<file path="src/rtl/axi_xbar_pkg.sv">
// Shared types and constants for the AXI crossbar slave-side W scheduling.
package axi_xbar_pkg;

    localparam int W_LEN_W     = 4;
    localparam int ENT_MST_W   = 2;
    localparam int ENT_ID_W    = 4;

    function automatic int mst_idx_w(input int n);
        return (n > 1) ? $clog2(n) : 1;
    endfunction

    // Sized for the crossbar build: up to 4 masters, 4-bit IDs.
    typedef struct packed {
        logic [ENT_MST_W-1:0] mst;
        logic [W_LEN_W-1:0]   len;
        logic [ENT_ID_W-1:0]  id;
    } w_sched_ent_t;

endpackage

</file>
<file path="src/rtl/axi_ostd_fifo.sv">
// Synchronous outstanding-transaction FIFO with count/full/empty.
module axi_ostd_fifo #(
    parameter int WIDTH = 8,
    parameter int DEPTH = 4
) (
    input  logic                     aclk,
    input  logic                     aresetn,
    input  logic                     srst,
    input  logic                     push,
    input  logic [WIDTH-1:0]         wdata,
    input  logic                     pop,
    output logic [WIDTH-1:0]         rdata,
    output logic [$clog2(DEPTH):0]   count,
    output logic                     full,
    output logic                     empty
);

    localparam int PTR_W = $clog2(DEPTH);
    localparam int CNT_W = PTR_W + 1;

    logic [WIDTH-1:0] mem_q [DEPTH];
    logic [PTR_W-1:0] wptr_q, wptr_d;
    logic [PTR_W-1:0] rptr_q, rptr_d;
    logic [CNT_W-1:0] cnt_q, cnt_d;
    logic             do_push, do_pop;

    assign full    = (cnt_q == CNT_W'(DEPTH));
    assign empty   = (cnt_q == '0);
    assign do_push = push & ~full;
    assign do_pop  = pop & ~empty;
    assign rdata   = mem_q[rptr_q];
    assign count   = cnt_q;

    // Pointers wrap naturally because DEPTH is a power of two.
    always_comb begin
        wptr_d = wptr_q + PTR_W'(do_push);
        rptr_d = rptr_q + PTR_W'(do_pop);
        cnt_d  = cnt_q;
        if (do_push && !do_pop) begin
            cnt_d = cnt_q + CNT_W'(1);
        end else if (do_pop && !do_push) begin
            cnt_d = cnt_q - CNT_W'(1);
        end
        if (srst) begin
            wptr_d = '0;
            rptr_d = '0;
            cnt_d  = '0;
        end
    end

    always_ff @(posedge aclk or negedge aresetn) begin
        if (!aresetn) begin
            wptr_q <= '0;
            rptr_q <= '0;
            cnt_q  <= '0;
        end else begin
            wptr_q <= wptr_d;
            rptr_q <= rptr_d;
            cnt_q  <= cnt_d;
        end
    end

    always_ff @(posedge aclk) begin
        if (do_push) begin
            mem_q[wptr_q] <= wdata;
        end
    end

endmodule

</file>
<file path="src/rtl/axi_slv_w_sched.sv">
// Slave-port W scheduler: forwards whole W bursts in AW grant order,
// generates wlast from awlen and flags master wlast/wid disagreement.
module axi_slv_w_sched
    import axi_xbar_pkg::*;
#(
    parameter int NUM_MST    = 3,
    parameter int AXI_ID_W   = 4,
    parameter int AXI_DATA_W = 32,
    parameter int OSTD_DEPTH = 4,
    parameter int MST_IDX_W  = mst_idx_w(NUM_MST)
) (
    input  logic                             aclk,
    input  logic                             aresetn,
    input  logic                             srst,
    input  logic                             awgnt_valid,
    output logic                             awgnt_ready,
    input  logic [MST_IDX_W-1:0]             awgnt_mst,
    input  logic [3:0]                       awgnt_len,
    input  logic [AXI_ID_W-1:0]              awgnt_id,
    input  logic [NUM_MST-1:0]               m_wvalid,
    output logic [NUM_MST-1:0]               m_wready,
    input  logic [NUM_MST-1:0]               m_wlast,
    input  logic [NUM_MST*AXI_ID_W-1:0]      m_wid,
    input  logic [NUM_MST*AXI_DATA_W-1:0]    m_wdata,
    input  logic [NUM_MST*AXI_DATA_W/8-1:0]  m_wstrb,
    output logic                             s_wvalid,
    input  logic                             s_wready,
    output logic                             s_wlast,
    output logic [AXI_ID_W-1:0]              s_wid,
    output logic [AXI_DATA_W-1:0]            s_wdata,
    output logic [AXI_DATA_W/8-1:0]          s_wstrb,
    output logic [$clog2(OSTD_DEPTH):0]      ostd_cnt,
    output logic                             err_wlast,
    output logic                             err_wid
);

    localparam int STRB_W = AXI_DATA_W / 8;
    localparam int CNT_W  = $clog2(OSTD_DEPTH) + 1;

    typedef enum logic {
        ST_IDLE,
        ST_BURST
    } state_e;

    state_e               state_q, state_d;
    logic [W_LEN_W-1:0]   beat_q, beat_d;
    logic                 err_wlast_q, err_wlast_d;
    logic                 err_wid_q, err_wid_d;

    w_sched_ent_t         push_ent, head_ent;
    logic                 push, pop, fifo_full, fifo_empty;
    logic                 active, hs, last_hs;
    logic [MST_IDX_W-1:0] h;
    logic [AXI_ID_W-1:0]  head_id;

    logic                 sel_wvalid, sel_wlast;
    logic [AXI_ID_W-1:0]  sel_wid;
    logic [AXI_DATA_W-1:0] sel_wdata;
    logic [STRB_W-1:0]    sel_wstrb;

    always_comb begin
        push_ent     = '0;
        push_ent.mst = ENT_MST_W'(awgnt_mst);
        push_ent.len = awgnt_len;
        push_ent.id  = ENT_ID_W'(awgnt_id);
    end

    // Ready comes from the registered count: a full FIFO refuses a push
    // even when the head burst retires in the same cycle.
    assign awgnt_ready = ~fifo_full;
    assign push        = awgnt_valid & awgnt_ready;
    assign pop         = last_hs;

    axi_ostd_fifo #(
        .WIDTH ($bits(w_sched_ent_t)),
        .DEPTH (OSTD_DEPTH)
    ) u_fifo (
        .aclk    (aclk),
        .aresetn (aresetn),
        .srst    (srst),
        .push    (push),
        .wdata   (push_ent),
        .pop     (pop),
        .rdata   (head_ent),
        .count   (ostd_cnt),
        .full    (fifo_full),
        .empty   (fifo_empty)
    );

    assign h       = MST_IDX_W'(head_ent.mst);
    assign head_id = AXI_ID_W'(head_ent.id);
    assign active  = (state_q == ST_BURST) & ~fifo_empty;

    always_comb begin
        sel_wvalid = 1'b0;
        sel_wlast  = 1'b0;
        sel_wid    = '0;
        sel_wdata  = '0;
        sel_wstrb  = '0;
        m_wready   = '0;
        for (int i = 0; i < NUM_MST; i++) begin
            if (active && (h == MST_IDX_W'(i))) begin
                sel_wvalid  = m_wvalid[i];
                sel_wlast   = m_wlast[i];
                sel_wid     = m_wid[i*AXI_ID_W +: AXI_ID_W];
                sel_wdata   = m_wdata[i*AXI_DATA_W +: AXI_DATA_W];
                sel_wstrb   = m_wstrb[i*STRB_W +: STRB_W];
                m_wready[i] = s_wready;
            end
        end
    end

    assign s_wvalid = sel_wvalid;
    assign s_wlast  = active & (beat_q == head_ent.len);
    assign s_wid    = sel_wid;
    assign s_wdata  = sel_wdata;
    assign s_wstrb  = sel_wstrb;
    assign hs       = s_wvalid & s_wready;
    assign last_hs  = hs & s_wlast;

    always_comb begin
        state_d     = state_q;
        beat_d      = beat_q;
        err_wlast_d = hs & (sel_wlast != s_wlast);
        err_wid_d   = hs & (sel_wid != head_id);
        unique case (state_q)
            ST_IDLE: begin
                if (push || !fifo_empty) state_d = ST_BURST;
            end
            ST_BURST: begin
                if (last_hs && ostd_cnt == CNT_W'(1) && !push)
                    state_d = ST_IDLE;
            end
        endcase
        if (last_hs) begin
            beat_d = '0;
        end else if (hs) begin
            beat_d = beat_q + W_LEN_W'(1);
        end
        if (srst) begin
            state_d     = ST_IDLE;
            beat_d      = '0;
            err_wlast_d = 1'b0;
            err_wid_d   = 1'b0;
        end
    end

    always_ff @(posedge aclk or negedge aresetn) begin
        if (!aresetn) begin
            state_q     <= ST_IDLE;
            beat_q      <= '0;
            err_wlast_q <= 1'b0;
            err_wid_q   <= 1'b0;
        end else begin
            state_q     <= state_d;
            beat_q      <= beat_d;
            err_wlast_q <= err_wlast_d;
            err_wid_q   <= err_wid_d;
        end
    end

    assign err_wlast = err_wlast_q;
    assign err_wid   = err_wid_q;

endmodule

</file>
<file path="config.mk">
export PLATFORM = sky130hd
export DESIGN_NAME = axi_slv_w_sched
export DESIGN_NICKNAME = d
export VERILOG_FILES = /design/src/rtl/axi_xbar_pkg.sv /design/src/rtl/axi_ostd_fifo.sv /design/src/rtl/axi_slv_w_sched.sv
export SDC_FILE = /design/constraint.sdc
export NUM_CORES = 1
export LEC_CHECK = 0
export ABC_CLOCK_PERIOD_IN_PS = 5100
export BUFFER_PORTS_ARGS = -buffer_cell sky130_fd_sc_hd__buf_2
export CORE_ASPECT_RATIO = 0.75
export CORE_UTILIZATION = 49
export CTS_CLUSTER_SIZE = 28
export DETAILED_ROUTE_END_ITERATION = 8
export PLACE_DENSITY_LB_ADDON = 0.08
export SLEW_MARGIN = 30
export SYNTH_ARGS = -nofsm -noshare
export SYNTH_HDL_FRONTEND = slang
export SYNTH_SLANG_ARGS = --single-unit
</file>
<file path="constraint.sdc">
create_clock -name aclk -period 5.1 [get_ports aclk]
set_input_delay 1.02 -clock aclk [delete_from_list [all_inputs] [get_ports aclk]]
set_output_delay 1.02 -clock aclk [all_outputs]
set_load 0.01 [all_outputs]
</file>
==> metrics.txt <==
outcome=completed; post-layout net count=666; Initial Util=0.507; Worst Tran Pin Value=0.918 ns; WL per Instance=15.8 um; all-layer global routing usage=0.241; full die area=0.00738 mm^2; Hold Crit Class=in2async; Vert. Die Dim=74.7 um; critical path class=reg2out; crit path launch type=flop; placed insts=595; GPL Wtd Cong=0.792; post-CTS setup buffers=0; top_reg_cell synth=edfxtp_1; via count=3169; core area=0.00680 mm^2; clk_skew=0.00537 ns; # hold bufs at CTS=0; Mapped Nets=486; Synth Cell Area=0.00345 mm^2; Skew-Pair Late Insertion Delay=0.30 ns; Finished Layout Cells=603; CTS sink cnt=54; Top Ports=192; synthesized area per cell=10.2 um^2; input/output buffers=191; Syn. warnings=0; Area Growth Syn to Fin=31.3%; largest net degree at the start of global routing=45; final setup TNS=0 ns; TritonRoute pass-1 iters=4; number of global-route vias before repair=2736; Reg2Reg Depth=8; CTS tree=built; Max Slew Vio Count=0; share of cells above drive strength 1=0.426; register bit total from synthesis=54; PD cells=233 mW/mm^2; count of different cell masters after synthesis=42; via/cell ratio=5.26; Max Cap Violations=0; sequential-to-total area share from yosys stat=0.450; crit path max fanout=26; gr ovfl total=0; Routed Antenna Nets=0; Slew HR=0.385; VDD IR max=0.000136 V; Data arrival, critical path=2.98 ns; Detailed Route WL=9.53 mm; CTS H-tree lvls=2; ant diodes=0; ys async rst share=0.259; Std-Cell Rows=26; initial antenna violation count=0; # resized after CTS=0; Fin. Hold Viols=0; crit path time final=4.00 ns; number of synthesized flops with an enable pin=40; Reg clk slew, reported paths=0.09 ns; DRC=0; Req. time, crit path=4.08 ns; Post-DP HPWL=7.38 mm; Lkg Pwr=2.16 nW; final worst path period share=0.785; RSZ-0062 raised after global routing=false; first-pass GRT wire length=13.6 mm; Max Clk Rate=250 MHz; CTS Buf Count=5; Final Setup Violations=0; CTS Root Cell=clkbuf_8; die width=98.9 um; maximum root-to-sink buffer count=2; Synth Instances=338; CP Capture Type=output pin; DRT iter0 DRCs=155
[synthesized netlist by cell type (2+ instances only)]
cell / instances / area, um^2
a21oi_1: 40 / 200
a31oi_1: 3 / 18.8
buf_1: 5 / 18.8
buf_2: 5 / 25.0
buf_6: 2 / 22.5
clkbuf_1: 9 / 33.8
dfrtp_1: 14 / 350
edfxtp_1: 40 / 1200
ha_1: 7 / 87.6
inv_1: 6 / 22.5
mux2_2: 2 / 22.5
mux2i_1: 44 / 440
mux4_2: 10 / 225
nand2_1: 11 / 41.3
nand2b_1: 2 / 12.5
nand3_1: 2 / 10.0
nor2_1: 89 / 334
nor2b_1: 5 / 31.3
o21ai_0: 3 / 15.0
o22ai_1: 4 / 25.0
or3_1: 2 / 12.5
xnor2_1: 13 / 114
[power by group]
part           leakage (nW)  switching (mW)  total (mW)  internal (mW)
Sequential            0.557          0.0142       0.513          0.498
Clock                0.0426           0.129       0.223         0.0947
Combinational          1.56           0.177       0.321          0.145
Total                  2.16           0.320        1.06          0.738
[registers in the layout, indices dropped and copies added, names as in the netlist]
register / flops
err_wid: 1
u_fifo.wptr_q: 2
err_wlast: 1
beat_q: 4
u_fifo.count: 3
state_q: 1
u_fifo.mem_q: 40
u_fifo.rptr_q: 2
[final cells by class]
class	instances	area (um^2)
clock inverters	2	8.76
inverters	6	22.5
repair buffers	195	986
multi-input cells	256	1780
well taps	84	105
fillers	536	2270
flip-flops and latches	54	1550
clock buffers	6	72.6
[final timing paths]
kind / start / endpoint / slack, ns
setup / recovery: u_fifo.rptr_q[0] / s_wdata[26] / 1.10
hold / removal: aresetn / err_wid / 0.62
setup reg to reg: u_fifo.rptr_q[0] / u_fifo.count[2] / 1.55
hold reg to reg: beat_q[3] / beat_q[3] / 0.62
max in group asynchronous: aresetn / u_fifo.rptr_q[0] / 4.21
min in group aclk: beat_q[3] / beat_q[3] / 0.62
[routing by layer]
metal	global-route usage	up-vias	wire, um
met1	0.333	1492	4240
met4	0.0580	0	96
met3	0.0436	8	508
met5	0	-	0
met2	0.405	102	4680
li1	-	1567	-
[worst max-delay path, stage by stage, from the launching register on]
cell     delay, ns
dfrtp_1       0.57
buf_4         0.27
mux4_2        0.79
buf_4         0.38
mux2i_1       0.22
nor2_1        0.06
a21oi_1       0.17
nor2_1        0.07
buf_2         0.15
[cell usage in the layout, fill, tap and decap left out, types with 2 or more instances in the layout]
cell      count
inv_1         6
nor2b_1       5
mux4_2       10
dfrtp_1      14
ha_1          7
mux2_2        2
nand3_1       2
nand2b_1      2
o21ai_0       3
nor2_1       87
or3_1         2
mux2i_1      44
o22ai_1       4
a21oi_1      40
xnor2_1      13
nand2_1      11
buf_2       191
a31oi_1       3
buf_4         4
edfxtp_1     40
clkbuf_8      5
nor2_2        2
[stage by stage]
step	cell area (um^2)	util	power, mW	setup WS [ns]	hold WS [ns]
floorplan	3450	-	0.716	2.00	0.557
global placement	4450	0.654	0.836	1.41	0.599
detailed placement	4450	0.654	0.843	1.40	0.611
CTS	4530	0.666	1.06	1.06	0.619
global route	4530	0.666	1.11	0.907	0.636
finish	4530	0.666	1.06	1.10	0.623
[cells by family after synthesis]
| family | Yosys count | share of synthesized area |
|---|---|---|
| buf+inv | 28 | 0.0377 |
| xor+xnor | 13 | 0.0330 |
| mux | 58 | 0.209 |
| simple gates | 122 | 0.152 |
| compound gates | 55 | 0.0900 |
| fa+ha+maj | 8 | 0.0283 |
| flops | 54 | 0.450 |
No activity file was read; power rests on OpenSTA's default activity.
